**src/rtl/icache_line_filler_pkg.sv**
```systemverilog
// ---------------------------------------------------------------------------
// icache_line_filler_pkg
//   Shared definitions for the instruction-cache line filler: the default
//   line geometry (kept in step with the cache), the RAM read latency and the
//   fill FSM state type.
//   No ports; imported by the interface, the filler and its line assembler.
// ---------------------------------------------------------------------------
package icache_line_filler_pkg;

  // log2 of the line size in bytes; the cache uses the same value
  localparam int DEFAULT_BLOCK_WIDTH = 4;

  // cycles between presenting a RAM address and its data on ramDataIn
  localparam int RAM_READ_LATENCY = 1;

  typedef enum logic [1:0] {
    ST_IDLE  = 2'd0,
    ST_REQ   = 2'd1,
    ST_FETCH = 2'd2,
    ST_DONE  = 2'd3
  } fill_state_e;

  function automatic int blockSize(input int blockWidth);
    return 1 << blockWidth;
  endfunction

endpackage

```
**src/rtl/icache_line_filler_if.sv**
```systemverilog
// ---------------------------------------------------------------------------
// icache_line_filler_if
//   Bundles the filler's cache-side, arbiter-side and RAM-side signals.
//   master : the line filler (drives request, RAM address and fill result)
//   slave  : the environment (cache + memory arbiter + RAM)
//   Signals:
//     missIn/missAddrIn/flushIn  cache miss, missing address, pipeline flush
//     grantIn/reqOut             RAM port arbitration
//     ramAddrOut/ramDataIn       8-bit synchronous RAM read bus
//     fillValidOut/fillAddrOut/fillDataOut  completed line to the cache
//     busyOut                    filler is not idle
// ---------------------------------------------------------------------------
interface icache_line_filler_if
  import icache_line_filler_pkg::*;
#(
  parameter int BLOCK_WIDTH = DEFAULT_BLOCK_WIDTH
);
  localparam int BLOCK_SIZE = blockSize(BLOCK_WIDTH);

  logic                      missIn;
  logic [31:0]               missAddrIn;
  logic                      flushIn;
  logic                      grantIn;
  logic                      reqOut;
  logic [31:0]               ramAddrOut;
  logic [7:0]                ramDataIn;
  logic                      fillValidOut;
  logic [31-BLOCK_WIDTH:0]   fillAddrOut;
  logic [BLOCK_SIZE*8-1:0]   fillDataOut;
  logic                      busyOut;

  modport master (
    input  missIn, missAddrIn, flushIn, grantIn, ramDataIn,
    output reqOut, ramAddrOut, fillValidOut, fillAddrOut, fillDataOut, busyOut
  );

  modport slave (
    output missIn, missAddrIn, flushIn, grantIn, ramDataIn,
    input  reqOut, ramAddrOut, fillValidOut, fillAddrOut, fillDataOut, busyOut
  );

endinterface

```
**src/rtl/icache_line_filler_line_assembler.sv**
```systemverilog
// ---------------------------------------------------------------------------
// line_assembler
//   BLOCK_SIZE x 8-bit register file that collects RAM bytes into one cache
//   line. One byte is written per cycle at byte index idx_i when we_i is high.
//   Contents persist until overwritten, so the last completed line stays
//   visible on line_o until the next fill writes into it.
//   Ports:
//     clk_i, rst_ni   clock, asynchronous active-low reset (clears the line)
//     idx_i           byte index inside the line
//     byte_i          byte to write
//     we_i            byte write enable
//     line_o          flat line, byte k at bits [8k+7:8k]
// ---------------------------------------------------------------------------
module line_assembler
  import icache_line_filler_pkg::*;
#(
  parameter int BLOCK_WIDTH = DEFAULT_BLOCK_WIDTH
) (
  input  logic                                    clk_i,
  input  logic                                    rst_ni,
  input  logic [BLOCK_WIDTH-1:0]                  idx_i,
  input  logic [7:0]                              byte_i,
  input  logic                                    we_i,
  output logic [blockSize(BLOCK_WIDTH)*8-1:0]     line_o
);
  localparam int BLOCK_SIZE = blockSize(BLOCK_WIDTH);

  logic [7:0] mem_q [BLOCK_SIZE];

  // Byte-wide storage; reset clears the whole line.
  always_ff @(posedge clk_i or negedge rst_ni) begin
    if (!rst_ni) begin
      for (int i = 0; i < BLOCK_SIZE; i++) begin
        mem_q[i] <= 8'h00;
      end
    end else if (we_i) begin
      mem_q[idx_i] <= byte_i;
    end
  end

  // Flatten the byte array into the line bus.
  for (genvar k = 0; k < BLOCK_SIZE; k++) begin : g_flat
    assign line_o[8*k +: 8] = mem_q[k];
  end

endmodule

```
**src/rtl/icache_line_filler.sv**
```systemverilog
// ---------------------------------------------------------------------------
// icache_line_filler
//   Miss-driven line fill engine. On a miss it requests the RAM port, reads
//   the line byte by byte (one address per cycle, data one cycle later),
//   assembles it and pulses fillValidOut for one cycle with the line address.
//   A flush in REQ or FETCH abandons the fill without a pulse.
//   Ports:
//     clkIn     system clock
//     resetIn   asynchronous active-low reset
//     bus       icache_line_filler_if master modport (miss, flush, grant,
//               RAM bus, fill result, busy)
// ---------------------------------------------------------------------------
module icache_line_filler
  import icache_line_filler_pkg::*;
#(
  parameter int BLOCK_WIDTH = DEFAULT_BLOCK_WIDTH
) (
  input  logic                 clkIn,
  input  logic                 resetIn,
  icache_line_filler_if.master bus
);
  localparam int BLOCK_SIZE = blockSize(BLOCK_WIDTH);

  // Counter runs one step past the last byte to catch the final RAM read.
  localparam logic [BLOCK_WIDTH:0]   CNT_LAST          = (BLOCK_WIDTH+1)'(BLOCK_SIZE);
  localparam logic [BLOCK_WIDTH:0]   CNT_FIRST_CAPTURE = (BLOCK_WIDTH+1)'(RAM_READ_LATENCY);
  localparam logic [BLOCK_WIDTH-1:0] IDX_LAG           = BLOCK_WIDTH'(RAM_READ_LATENCY);

  fill_state_e               state_q, state_d;
  logic [BLOCK_WIDTH:0]      cnt_q, cnt_d;
  logic [31-BLOCK_WIDTH:0]   fillAddr_q, fillAddr_d;

  logic                      req;
  logic                      fillValid;
  logic [31:0]               ramAddr;
  logic                      wrEn;
  logic [BLOCK_WIDTH-1:0]    wrIdx;
  logic [BLOCK_SIZE*8-1:0]   lineData;

  // State, byte counter and latched line address.
  always_ff @(posedge clkIn or negedge resetIn) begin
    if (!resetIn) begin
      state_q    <= ST_IDLE;
      cnt_q      <= '0;
      fillAddr_q <= '0;
    end else begin
      state_q    <= state_d;
      cnt_q      <= cnt_d;
      fillAddr_q <= fillAddr_d;
    end
  end

  // Next state and outputs. The byte read at count c arrives at count c+1,
  // so capture lags the issued address by the RAM read latency; the byte
  // index is the low counter bits, so addresses never carry into the line.
  always_comb begin
    state_d    = state_q;
    cnt_d      = cnt_q;
    fillAddr_d = fillAddr_q;
    req        = 1'b0;
    fillValid  = 1'b0;
    ramAddr    = '0;
    wrEn       = 1'b0;
    wrIdx      = '0;

    case (state_q)
      ST_IDLE: begin
        if (bus.missIn && !bus.flushIn) begin
          fillAddr_d = (32-BLOCK_WIDTH)'(bus.missAddrIn >> BLOCK_WIDTH);
          state_d    = ST_REQ;
        end
      end

      ST_REQ: begin
        req = 1'b1;
        if (bus.flushIn) begin
          state_d = ST_IDLE;
        end else if (bus.grantIn) begin
          cnt_d   = '0;
          state_d = ST_FETCH;
        end
      end

      ST_FETCH: begin
        req = 1'b1;
        if (cnt_q < CNT_LAST) begin
          ramAddr = {fillAddr_q, cnt_q[BLOCK_WIDTH-1:0]};
        end
        // a byte arriving in the flush cycle belongs to an abandoned fill
        if (cnt_q >= CNT_FIRST_CAPTURE && !bus.flushIn) begin
          wrEn  = 1'b1;
          wrIdx = cnt_q[BLOCK_WIDTH-1:0] - IDX_LAG;
        end
        if (bus.flushIn) begin
          state_d = ST_IDLE;
        end else if (cnt_q == CNT_LAST) begin
          state_d = ST_DONE;
        end else begin
          cnt_d = cnt_q + (BLOCK_WIDTH+1)'(1);
        end
      end

      ST_DONE: begin
        // line is complete; a flush here cannot invalidate it
        fillValid = 1'b1;
        state_d   = ST_IDLE;
      end

      default: begin
        state_d = ST_IDLE;
      end
    endcase
  end

  line_assembler #(
    .BLOCK_WIDTH (BLOCK_WIDTH)
  ) u_line_assembler (
    .clk_i  (clkIn),
    .rst_ni (resetIn),
    .idx_i  (wrIdx),
    .byte_i (bus.ramDataIn),
    .we_i   (wrEn),
    .line_o (lineData)
  );

  assign bus.reqOut       = req;
  assign bus.ramAddrOut   = ramAddr;
  assign bus.fillValidOut = fillValid;
  assign bus.fillAddrOut  = fillAddr_q;
  assign bus.fillDataOut  = lineData;
  assign bus.busyOut      = (state_q != ST_IDLE);

endmodule

```
**src/flat_wrapper.sv**
```systemverilog
// flat-port wrapper written by rule: the top's interface ports become plain ports
module icache_line_filler_flat import icache_line_filler_pkg::*;
#(
  parameter int BLOCK_WIDTH = DEFAULT_BLOCK_WIDTH
)
  (clkIn, resetIn, bus_missIn, bus_missAddrIn, bus_flushIn, bus_grantIn, bus_ramDataIn, bus_reqOut, bus_ramAddrOut, bus_fillValidOut, bus_fillAddrOut, bus_fillDataOut, bus_busyOut);
  icache_line_filler_if #(.BLOCK_WIDTH(BLOCK_WIDTH)) bus_i ();
  input  logic clkIn;
  input  logic resetIn;
  input wire logic [$bits(bus_i.missIn)-1:0] bus_missIn;
  input wire logic [$bits(bus_i.missAddrIn)-1:0] bus_missAddrIn;
  input wire logic [$bits(bus_i.flushIn)-1:0] bus_flushIn;
  input wire logic [$bits(bus_i.grantIn)-1:0] bus_grantIn;
  input wire logic [$bits(bus_i.ramDataIn)-1:0] bus_ramDataIn;
  output wire logic [$bits(bus_i.reqOut)-1:0] bus_reqOut;
  output wire logic [$bits(bus_i.ramAddrOut)-1:0] bus_ramAddrOut;
  output wire logic [$bits(bus_i.fillValidOut)-1:0] bus_fillValidOut;
  output wire logic [$bits(bus_i.fillAddrOut)-1:0] bus_fillAddrOut;
  output wire logic [$bits(bus_i.fillDataOut)-1:0] bus_fillDataOut;
  output wire logic [$bits(bus_i.busyOut)-1:0] bus_busyOut;
  assign bus_i.missIn = bus_missIn;
  assign bus_i.missAddrIn = bus_missAddrIn;
  assign bus_i.flushIn = bus_flushIn;
  assign bus_i.grantIn = bus_grantIn;
  assign bus_i.ramDataIn = bus_ramDataIn;
  assign bus_reqOut = bus_i.reqOut;
  assign bus_ramAddrOut = bus_i.ramAddrOut;
  assign bus_fillValidOut = bus_i.fillValidOut;
  assign bus_fillAddrOut = bus_i.fillAddrOut;
  assign bus_fillDataOut = bus_i.fillDataOut;
  assign bus_busyOut = bus_i.busyOut;
  icache_line_filler #(.BLOCK_WIDTH(BLOCK_WIDTH)) u_core (.clkIn(clkIn), .resetIn(resetIn), .bus(bus_i));
endmodule
```
**config.mk**
```make
export PLATFORM = sky130hd
export DESIGN_NAME = icache_line_filler_flat
export DESIGN_NICKNAME = d
export VERILOG_FILES = /design/src/rtl/icache_line_filler_pkg.sv /design/src/rtl/icache_line_filler_if.sv /design/src/rtl/icache_line_filler_line_assembler.sv /design/src/rtl/icache_line_filler.sv /design/src/flat_wrapper.sv
export SDC_FILE = /design/constraint.sdc
export NUM_CORES = 1
export LEC_CHECK = 0
export CAP_MARGIN = 20
export CORE_ASPECT_RATIO = 1.1
export CORE_MARGIN = 2
export CORE_UTILIZATION = 30
export CTS_CLUSTER_DIAMETER = 150
export CTS_CLUSTER_SIZE = 12
export DETAILED_ROUTE_END_ITERATION = 6
export GPL_TIMING_DRIVEN = 0
export HOLD_SLACK_MARGIN = 0.08
export PLACE_DENSITY = 0.67
export SLEW_MARGIN = 20
export SYNTH_ARGS = -nofsm -noshare
export SYNTH_HDL_FRONTEND = slang
export SYNTH_HIERARCHICAL = 1
export SYNTH_SLANG_ARGS = --single-unit
```
**constraint.sdc**
```tcl
create_clock -name clkIn -period 7.85 [get_ports clkIn]
set_clock_uncertainty 0.15 [all_clocks]
set_input_delay 1.1775 -clock clkIn [delete_from_list [all_inputs] [get_ports clkIn]]
set_output_delay 1.1775 -clock clkIn [all_outputs]
set_load 0.05 [all_outputs]
```
* Yosys cells after proc, flatten, opt, wreduce, memory -nomap -nowiden
Cells that the tools add are included.
** Word-level totals
- Logic and storage cells :: 70
- Bits of input ports :: 45
- Register bits after elaboration :: 163
- Output and inout port bits :: 191
** Cells by class
- Equality and inequality tests :: 11
- Order comparisons :: 4
- Reduce and logical (&&, ||, !) cells :: 11
- Muxes and demuxes :: 22
- Add/sub/neg operators :: 2
- Bitwise operators :: 1
** Operators by type and width (count)
- $bwmux 128 :: 1
- $mux 32 :: 2
- $demux 8 s4 :: 1
- $mux 5 :: 4
- $mux 2 :: 5
- $pmux 5 s2 :: 1
- $mux 4 :: 2
- $mux 8 :: 1
- $ne 2x2->1 const B :: 4
- $pmux 2 s4 :: 1
- $add 5x1->5 const B :: 1
- $eq 5x5->1 const B :: 1
- $ge 5x1->1 const B :: 1
- $ge 5x5->1 const B :: 1
- $lt 5x1->1 const B :: 1
- $lt 5x5->1 const B :: 1
- $not 4->5 :: 1
- $reduce_and 5->1 :: 1
- $eq 2x2->1 const B :: 2
- $mux 1 :: 4
- $reduce_bool 2->1 :: 2
- $sub 4x1->4 const B :: 1
- $logic_and 1x1->1 :: 3
- $ne 3x2->1 const B :: 1
- 8 further kinds :: 8

* Depth between registers and ports, before layout
Gate-level depths: netlist (run 1).
- Depth in word-level cells :: 10
- Gate-level depth with buffers :: 9
- Depth with buffers taken out :: 8

* Cells and area by module
Netlist (run 1), hierarchy kept.
** By module, submodules not included
- line_assembler :: times used 1, seq. area each 3203.1 um^2, area each 4844.6 um^2, cells an instance 293
- icache_line_filler :: times used 1, seq. area each 875.8 um^2, area each 1919.3 um^2, cells an instance 166

* Least setup slack after synthesis (run 1)
Ideal clock, no wire load.
- Kind :: input port to flip-flop
- Start point :: input bus_flushIn
- End point :: register u_core.u_line_assembler.mem_q (netlist bit u_core/u_line_assembler/line_o[32])
- Required time :: 7.575 ns
- Path buffers :: 2
- Setup time :: 0.125 ns
- Stages :: 8
- Slack :: 4.779 ns
- Arrival :: 2.796 ns
- Cells stage by stage :: buf_6 -> nand2b_1 -> o21bai_2 -> nor2_1 -> nand3b_1 -> or3_1 -> buf_2 -> mux2_2
** On the way
- Cells in the longest elaborated chain, start to end :: 10
- Elaborated cells on any way between the ends :: 13
- Classes of those cells :: order compare (2); mux (7); bitwise (1); reduce/logical (3)
** RTL lines
- start: declaration :: RTL line flat_wrapper.sv:12 : input wire logic [$bits(bus_i.flushIn)-1:0] bus_flushIn;
- $logic_not 1->1 * :: RTL line icache_line_filler.sv:90 : if (cnt_q >= CNT_FIRST_CAPTURE && !bus.flushIn) begin
- $logic_and 1x1->1 * :: RTL line icache_line_filler.sv:90
- $mux 4 * :: RTL line icache_line_filler.sv:90
- $mux 4 * :: RTL line icache_line_filler.sv:66 : case (state_q)
- named net u_core.wrIdx[2] :: RTL line icache_line_filler.sv:37 : logic [BLOCK_WIDTH-1:0] wrIdx;
- $not 4->5 (not written as such) * :: RTL line icache_line_filler_line_assembler.sv:37 : mem_q[idx_i] <= byte_i;
- $ge 5x5->1 (not written as such) or $lt 5x1->1 (tied branches) :: RTL line icache_line_filler_line_assembler.sv:37
- $logic_and 1x1->1 (not written as such) :: RTL line icache_line_filler_line_assembler.sv:37
- $mux 8 (not written as such) :: RTL line icache_line_filler_line_assembler.sv:37
- $demux 8 s4 * :: RTL line icache_line_filler_line_assembler.sv:37
- $bwmux 128 * :: RTL line icache_line_filler_line_assembler.sv:37
- end signal: indexed assignment :: RTL line icache_line_filler_line_assembler.sv:37
- end: declaration :: RTL line icache_line_filler_line_assembler.sv:28 : logic [7:0] mem_q [BLOCK_SIZE];
Mark *: on every way through the listed nets, which the timed path passes. The rest lies on a longest branch.
A chain may end at the register's enable or synchronous reset.

* Worst setup path in the final report (run 1)
- Start point :: register u_core.state_q[0]
- End point :: output bus_ramAddrOut[3]
** On the way
- Cells in the longest elaborated chain, start to end :: 2
** RTL lines
- start: declaration :: RTL line icache_line_filler.sv:29 : fill_state_e state_q, state_d;
- start signal: assignment :: RTL line icache_line_filler.sv:47 : state_q <= state_d;
- $eq 2x2->1 :: RTL line icache_line_filler.sv:66
- $mux 32 :: RTL line icache_line_filler.sv:66
- end: declaration :: RTL line flat_wrapper.sv:16 : output wire logic [$bits(bus_i.ramAddrOut)-1:0] bus_ramAddrOut;
No other way between the ends.

==> results of run 1 <==
## cell families after synthesis
| group | Yosys count | share of synthesized area |
|---|---|---|
| adder cells (fa/ha/maj) | 9 | 0.0166 |
| flip-flops | 163 | 0.603 |
| multiplexers | 158 | 0.263 |
| AO/OA/AOI/OAI | 15 | 0.0176 |
| buffers and inverters | 29 | 0.0215 |
| XOR/XNOR | 2 | 0.00259 |
| AND/OR/NAND/NOR | 83 | 0.0760 |
## cell type report
class	count	area, um^2	share of cell area
flip-flops and latches	163	4080	0.405
multi-input cells	267	2540	0.252
repair buffers	231	2330	0.232
clock buffers	18	439	0.0436
well taps	295	369	0.0366
clock inverters	13	173	0.0171
plain buffers	22	119	0.0118
inverters	7	26.3	0.00261
## registers in the layout, summed over array words and instances, names as in the netlist
signal and cells:
u_core/u_line_assembler/line_o 128, u_core/cnt_q 5, u_core/bus.fillAddrOut 28, u_core/state_q 2
## final timing paths
kind / startpoint / endpoint / slack [ps] / cells after the start
worst max register to register: u_core/state_q[0] / u_core/u_line_assembler/line_o[79] / 4950 / 8
worst max-delay path: u_core/state_q[0] / bus_ramAddrOut[3] / 3520 / 6
min in group asynchronous: resetIn / u_core/u_line_assembler/line_o[86] / 560 / 1
worst min-delay path: u_core/u_line_assembler/line_o[78] / u_core/u_line_assembler/line_o[78] / 350 / 1
worst min register to register: u_core/u_line_assembler/line_o[78] / u_core/u_line_assembler/line_o[78] / 350 / 1
max in group asynchronous: resetIn / u_core/u_line_assembler/line_o[51] / 6140 / 2
## cells in the mapped netlist, drive strengths merged
| library cell | instances |
|---|---|
| o21ai | 6 |
| nand2 | 6 |
| nand2b | 6 |
| xor2 | 1 |
| or3b | 1 |
| clkbuf | 13 |
| or2 | 1 |
| mux2 | 156 |
| nor3b | 1 |
| nor2b | 3 |
| a21boi | 1 |
| nor2 | 15 |
| o211ai | 2 |
| and2 | 32 |
| and4bb | 1 |
| dfrtp | 163 |
| buf | 9 |
| mux2i | 2 |
| o21bai | 1 |
| o2111ai | 1 |
| nand3b | 4 |
| nand4 | 1 |
| or3 | 5 |
| nand3 | 7 |
| xnor2 | 1 |
| o311ai | 3 |
| inv | 7 |
| o221ai | 1 |
| ha | 9 |
## power breakdown
| part | switching (W) | internal, W | total, W |
|---|---|---|---|
| registers | 0.0000862 | 0.000960 | 0.00105 |
| clock network | 0.000357 | 0.000514 | 0.000871 |
| logic | 0.000704 | 0.000394 | 0.00110 |
| total | 0.00115 | 0.00187 | 0.00302 |
## layer usage
layer / global-route usage / up-vias
met2: 0.244 / 154
met1: 0.201 / 2275
met5: 0 / -
met4: 0.0542 / 0
li1: - / 2094
met3: 0.0444 / 18
## worst reg2reg max path: stages (launching register included)
cell and delay [ps]:
dfrtp_1 400, inv_1 130, ha_1 220, nand2b_1 170
o21bai_2 270, nor2_1 310, nand2b_1 210, nor2_2 530
mux2_2 410
## metrics by stage
stage                     instances  worst slack [ps]  hold WS (ps)  setup TNS, ps
final                          1016              3520           354              0
after detailed placement        985              3890           342              0
after global placement          984             -1500           336        -242510
after floorplan                 459              4780           397              0
after global routing           1016              3250           362              0
after CTS                      1016              3420           357              0
## placed cells by master (no fill, tap or decap), types with 2 or more instances in the layout
cell type,count
o311ai_1,3
nand3b_1,4
and2_1,32
clkinvlp_4,3
inv_1,7
bufinv_16,3
buf_6,4
dfrtp_1,163
mux2_2,156
buf_2,5
ha_1,9
nor2_1,6
clkbuf_16,17
nor2b_1,2
mux2i_1,2
inv_6,5
nand3_1,7
nand2_1,5
clkdlybuf4s50_1,229
nor2_2,9
or3_1,5
nand2b_1,6
o21ai_0,6
clkbuf_1,13
==> results.toml, run 1 <==
[status]
outcome = "finished clean"

[clock_network]
postCtsResizedCells = 0
ctsRootBufferMaster = "clkbuf_16"
cts_tree = "done"
clockBufferDepth = 2
cts_hold_buf = 0
clkTransAtPathRegs_ps = 60
cts_made_buffers = 17
clk_latency_ps = 410
cts.sinks = 163
post_cts_buffers = 0
htreeDepth = 4

[drt]
via_count = 4541
drt_pass1_iterations = 4
detail-route-antenna-nets = 0
drc = 0
routed_via_density = 4.47
wl_per_cell_um = 17.6
route.met3.wl_um = 1110
dr.first_iter.drc_count = 143
wl_met1_um = 7970
drt_wl_total_um = 17900
routed.top_layer = "met4"
wl_met2_um = 8530

[synthesis]
avgSynthCellArea_um2 = 14.7
synth_fp_nets = 513
syn_area_um2 = 6760
yosys.area.top_type_share = 0.603
synth_top_area_cell = "dfrtp_1"
yosysSeqAreaShare = 0.603
syn_inst = 459
synth.distinct_cells = 34
yosys_warnings = 6
ys_ff_latch = 163
yosys-top-cells-area = "dfrtp_1 (60%), mux2_2 (26%), and2_1 (3.0%)"

[place]
port_buffers = 230
placed_cell_area_um2 = 9470
place_congestion = 0.811
hpwlAfterDp_um = 12800

[timing]
worst_pin_slew_ps = 850
hold_violations = 0
period_share = 0.552
max_freq_mhz = 231
period_needed_ps = 4330
rsz0062_at_grt = "no"
slew_headroom = 0.433
drv_slew = 0
setup_viol = 0

[setup_path]
crit_path_end_kind = "primary output"
crit_path_top_delay_cell = "clkdlybuf4s50_1"
path_max_fanout = 10
worst_setup_path_start_kind = "flip-flop"
slowest_delay_ps = 840
crit_family = "buffers and inverters"
cp.buffers_inverters = 3
worstPathArrival_ps = 3010
crit_required_ps = 6520
crit_chain = "inv_1 -> ha_1 -> nor2b_1 -> clkbuf_1 -> and2_1 -> clkdlybuf4s50_1"
crit_type = "reg -> out"

[job]
cap_violations = 0

[cells_and_area]
areaGrowthSynthToFinish_pct = 49.0
nets = 763
diodes = 0
final_area_um2 = 10100
fin_util = 0.456
drive_gt1_frac = 0.295
fillers = 2059

[pwr]
total_power_w = 0.00302
leakagePower_nw = 4.54
irDropWorstVdd_v = 0.000235
pwr_density_cell_nw_per_um2 = 299

[grt]
grt_max_degree = 93
track_usage = 0.154
grt_overflow_total = 0
antenna_found_initial = 0
grt_pass1_vias = 4712
grt_pass1_wl_um = 27900

[die]
rows = 57
core_area_um2 = 22100
fp.dieH_um = 161
die-area_um2 = 23800
initial_core_util = 0.306
die_w_um = 147
io_pins = 236

[worst_hold_path]
hp-class = "reg -> reg"
Power figures use the tool's default switching activity.
==> run 2: changes to the inputs <==
--- a/config.mk
+++ b/config.mk
@@ -14,7 +14,7 @@
 export DETAILED_ROUTE_END_ITERATION = 6
 export GPL_TIMING_DRIVEN = 0
 export HOLD_SLACK_MARGIN = 0.08
-export PLACE_DENSITY = 0.67
+export PLACE_DENSITY = 0.69
 export SLEW_MARGIN = 20
 export SYNTH_ARGS = -nofsm -noshare
 export SYNTH_HDL_FRONTEND = slang
==> constraint.sdc (replaced) <==
create_clock -name clkIn -period 3.54 [get_ports clkIn]
set_clock_uncertainty 0.15 [all_clocks]
set_input_delay 0.531 -clock clkIn [delete_from_list [all_inputs] [get_ports clkIn]]
set_output_delay 0.531 -clock clkIn [all_outputs]
set_load 0.05 [all_outputs]
==> run 2 against run 1 <==
Register-to-register slack worse by 4500 ps. Largest power group unchanged. Final area is 0.17% higher. Flip-flop and latch count stayed put. Critical path type unchanged. Cell count hardly changed. Critical path depth stayed put. Critical endpoint is now bus_ramAddrOut[30]. Highest routed layer unchanged.
==> results.toml, run 2 (synthesis gave the netlist of run 1 again) <==
[setup_path]
crit_required_ps = 2860
cp.buffers_inverters = 3
r2r_end = "u_core/u_line_assembler/line_o[17]"
crit_path_end_kind = "primary output"
worst_setup_path_start_kind = "flip-flop"
crit_chain = "inv_1 -> ha_1 -> nor2b_2 -> clkbuf_1 -> and2_1 -> dlygate4sd2_1"
crit_type = "reg -> out"
worstPathArrival_ps = 2530
setup.worst_path.end = "bus_ramAddrOut[30]"
slowest_delay_ps = 530
crit_start = "u_core/state_q[0]"
cp_num_cells = 6
rrSetupSlack_ps = 460
crit_path_top_delay_cell = "dlygate4sd2_1"
path_max_fanout = 10
rr_startpoint = "u_core/cnt_q[1]"
reg2reg_depth = 8
crit_family = "buffers and inverters"

[place]
placed_cells = 985
placed_cell_area_um2 = 9470
port_buffers = 230
place_congestion = 0.778
hpwlAfterDp_um = 12600

[pwr]
irDropWorstVdd_v = 0.000506
leakagePower_nw = 4.96
total_power_w = 0.00654
pwr_density_cell_nw_per_um2 = 648

[drt]
routed_via_density = 4.50
dr.first_iter.drc_count = 169
via_count = 4574
detail-route-antenna-nets = 0
drt_pass1_iterations = 4
drc = 0
drt_wl_total_um = 17600
wl_per_cell_um = 17.4

[grt]
grt_pass1_wl_um = 27500
track_usage = 0.151
antenna_found_initial = 0
grt_overflow_total = 0
grt_max_degree = 84
grt_pass1_vias = 4714

[timing]
setup_viol = 0
drv_slew = 0
worst_pin_slew_ps = 727
fin_setup_tns_ps = 0
slew_headroom = 0.515
rsz0062_at_grt = "no"
period_share = 0.907
period_needed_ps = 3210
max_freq_mhz = 311
hold_violations = 0

[clock_network]
clkTransAtPathRegs_ps = 60
clockBufferDepth = 2
clk_latency_ps = 410
htreeDepth = 4
cts_made_buffers = 17
ctsRootBufferMaster = "clkbuf_16"
cts_tree = "done"
cts.sinks = 163

[status]
outcome = "finished clean"

[cells_and_area]
final_cell_mix = "clkdlybuf4s50_1 (199), dfrtp_1 (163), mux2_2 (156)"
final_cells = 1017
final_common_cell = "clkdlybuf4s50_1"
drive_gt1_frac = 0.296
diodes = 0
final_area_um2 = 10100
nets = 764
areaGrowthSynthToFinish_pct = 49.3
largest_reg_flops = 128
fillers = 2008

[die]
die_w_um = 147
io_pins = 236
die-area_um2 = 23800
core_area_um2 = 22100
initial_core_util = 0.306
fp.dieH_um = 161
rows = 57

[job]
cap_violations = 0

[worst_hold_path]
hp-class = "in -> reg"
run 2: cell type report:
class,instances,area [um^2],area share
tap,295,369,0.0366
buffer,22,121,0.0120
clock inverter,9,98.8,0.00979
clock buffer,22,474,0.0470
timing repair buffer,232,2390,0.236
multi-input combinational,267,2540,0.252
sequential,163,4080,0.404
inverter,7,26.3,0.00260
run 2: worst reg2reg max path: cells and delay by family (launching register included):
family,cells,cell delay [ps]
multiplexers,1,430
buffers and inverters,1,130
AND/OR/NAND/NOR,4,1360
adder cells (fa/ha/maj),1,200
flip-flops,1,490
AO/OA/AOI/OAI,1,220
run 2: worst min-delay path by stage:
stage / start / end / depth (start not counted)
5_1_grt: bus_flushIn / u_core/cnt_q[0] / 3
6_report: bus_flushIn / u_core/cnt_q[0] / 3
3_5_place_dp: u_core/u_line_assembler/line_o[102] / u_core/u_line_assembler/line_o[102] / 1
2_1_floorplan: resetIn / u_core/bus.fillAddrOut[0] / 0
3_3_place_gp: u_core/u_line_assembler/line_o[21] / u_core/u_line_assembler/line_o[21] / 1
4_1_cts: bus_flushIn / u_core/cnt_q[0] / 3
run 2: timing repair:
action	in CTS	in global routing
hold buffers	1	0
gates resized for setup	11	23
endpoints found under the hold margin	80	0
cloned	0	0
buffers inserted	0	0
setup endpoints to repair	30	21
run 2: stage by stage:
step	worst slack, ps	utilization	hold slack, ps
final	329	0.457	289
after CTS	0.972	0.454	264
after global placement	-5230	0.427	337
after floorplan	1030	-	85.4
after detailed placement	229	0.428	341
after global routing	74.1	0.457	286
run 2: power by group:
part	switching, W	internal (W)	leakage [nW]
logic	0.00156	0.000866	2.48
clock network	0.000764	0.00103	0.271
registers	0.000190	0.00213	2.20
run 2: metal layers:
metal | vias to the layer above | GRT usage | share of wire
met4 | 0 | 0.0341 | 0.011
met2 | 170 | 0.245 | 0.48
li1 | 2100 | - | -
met5 | - | 0 | 0
met1 | 2290 | 0.190 | 0.43
met3 | 14 | 0.0602 | 0.080
==> run 3: changes to the inputs <==
--- a/config.mk
+++ b/config.mk
@@ -20,3 +20,4 @@
 export SYNTH_HDL_FRONTEND = slang
 export SYNTH_HIERARCHICAL = 1
 export SYNTH_SLANG_ARGS = --single-unit
+export TNS_END_PERCENT = 1
==> run 3 against run 2 <==
Register-to-register slack barely moved. Clock power about the same. Critical path type unchanged. Clock-buffer cell count is the same. Largest cell class unchanged.
==> results.toml, run 3 (synthesis gave the netlist of run 1 again) <==
[timing]
setup_viol = 0
max_freq_mhz = 311
hold_violations = 0
setup_ws_ps = 329
period_share = 0.907
period_needed_ps = 3210
drv_slew = 0
rsz0062_at_grt = "no"
fin_setup_tns_ps = 0
worst_pin_slew_ps = 727
slew_headroom = 0.515

[die]
die_w_um = 147
fp.dieH_um = 161
rows = 57
core_area_um2 = 22100
io_pins = 236
die-area_um2 = 23800
initial_core_util = 0.306

[setup_path]
reg2reg_depth = 8
crit_path_end_kind = "primary output"
rrSetupSlack_ps = 460
setup.worst_path.end = "bus_ramAddrOut[30]"
worst_setup_path_start_kind = "flip-flop"
r2r_end = "u_core/u_line_assembler/line_o[17]"
path_max_fanout = 10
rr_startpoint = "u_core/cnt_q[1]"
crit_start = "u_core/state_q[0]"
crit_required_ps = 2860
crit_type = "reg -> out"
worstPathArrival_ps = 2530

[pwr]
seqPwrFrac = 0.355
p_int_w = 0.00403
clkPwrFrac = 0.275
pwr_density_cell_nw_per_um2 = 648
leakagePower_nw = 4.97
p_sw_w = 0.00251
irDropWorstVdd_v = 0.000506
swShare = 0.384
combPwrFrac = 0.371

[clock_network]
post_cts_buffers = 0
clkTransAtPathRegs_ps = 60
ctsRootBufferMaster = "clkbuf_16"
clockBufferDepth = 2
clk_latency_ps = 410
cts_made_buffers = 17
cts_tree = "done"
htreeDepth = 4
cts.sinks = 163

[cells_and_area]
nets = 764
fillers = 2006
areaGrowthSynthToFinish_pct = 49.3
final_cell_mix = "clkdlybuf4s50_1 (199), dfrtp_1 (163), mux2_2 (156)"
seq_area_um2 = 4080
final_area_um2 = 10100
diodes = 0
final_common_cell = "clkdlybuf4s50_1"
largest_reg_flops = 128
multi_input_area_um2 = 2540
drive_gt1_frac = 0.296

[grt]
grt_pass1_vias = 4714
track_usage = 0.151
grt_pass1_wl_um = 27500
antenna_found_initial = 0
grt_max_degree = 84
grt_overflow_total = 0

[status]
outcome = "finished clean"

[worst_hold_path]
hp-class = "in -> reg"

[drt]
drc = 0
dr.first_iter.drc_count = 169
routed_via_density = 4.50
via_count = 4574
drt_wl_total_um = 17600
detail-route-antenna-nets = 0
drt_pass1_iterations = 4
wl_per_cell_um = 17.4

[job]
cap_violations = 0

[place]
hpwlAfterDp_um = 12600
place_congestion = 0.778
preCtsSetupSlack_ps = 229
placed_cell_area_um2 = 9470
port_buffers = 230
[run 3: changes by cell type in the layout (fill, tap and decap cells not counted)]
cell,delta
dlygate4sd2_1,-1
dlymetal6s2s_1,+1
[run 3: repair_timing]
item / CTS / global route
endpoints found under the hold margin: 80 / 0
gates resized for setup: 10 / 24
pin swaps: 0 / 0
endpoints found under the setup margin: 30 / 22
hold buffers: 1 / 0
[run 3: worst max-delay path, stage by stage, from the launching register on]
cell and delay [ps]:
dfrtp_1 400, inv_1 130, ha_1 220, nor2b_2 290, clkbuf_1 350, and2_1 190, dlygate4sd2_1 530
[run 3: layer usage]
layer / share of wire / GRT usage
met1: 0.43 / 0.190
met2: 0.48 / 0.245
met3: 0.080 / 0.0602
met4: 0.011 / 0.0341
met5: 0 / 0
[run 3: worst min path at each step]
stage	startpoint	depth (start not counted)	slack, ps	endpoint
finish	bus_flushIn	3	290	u_core/cnt_q[0]
global route	bus_flushIn	3	290	u_core/cnt_q[0]
CTS	bus_flushIn	3	260	u_core/cnt_q[0]
detailed placement	u_core/u_line_assembler/line_o[102]	1	340	u_core/u_line_assembler/line_o[102]
global placement	u_core/u_line_assembler/line_o[21]	1	340	u_core/u_line_assembler/line_o[21]
floorplan	resetIn	0	90	u_core/bus.fillAddrOut[0]
[run 3: through the flow]
stage / hold WS (ps) / util / cells / total power, W
6_report: 289 / 0.457 / 1017 / 0.00654
5_1_grt: 286 / 0.457 / 1017 / 0.00683
4_1_cts: 264 / 0.454 / 1017 / 0.00663
3_5_place_dp: 341 / 0.428 / 985 / 0.00480
3_3_place_gp: 337 / 0.427 / 984 / 0.00478
2_1_floorplan: 85.4 / - / 459 / 0.00393
[run 3: area by class of cell]
cell class	count	area share
Multi-Input combinational cell	267	0.252
Buffer	22	0.0120
Inverter	7	0.00260
Clock inverter	9	0.00979
Sequential cell	163	0.404
Tap cell	295	0.0365
Timing Repair Buffer	232	0.237
Clock buffer	22	0.0469
[run 3: power groups by stage]
| stage | Clock [W] | Combinational, W | Sequential [W] |
|---|---|---|---|
| 2_1_floorplan | 0 | 0.000779 | 0.00315 |
| 3_3_place_gp | 0 | 0.00244 | 0.00234 |
| 3_5_place_dp | 0 | 0.00245 | 0.00235 |
| 4_1_cts | 0.00186 | 0.00245 | 0.00233 |
| 5_1_grt | 0.00193 | 0.00254 | 0.00236 |
| 6_report | 0.00180 | 0.00243 | 0.00232 |
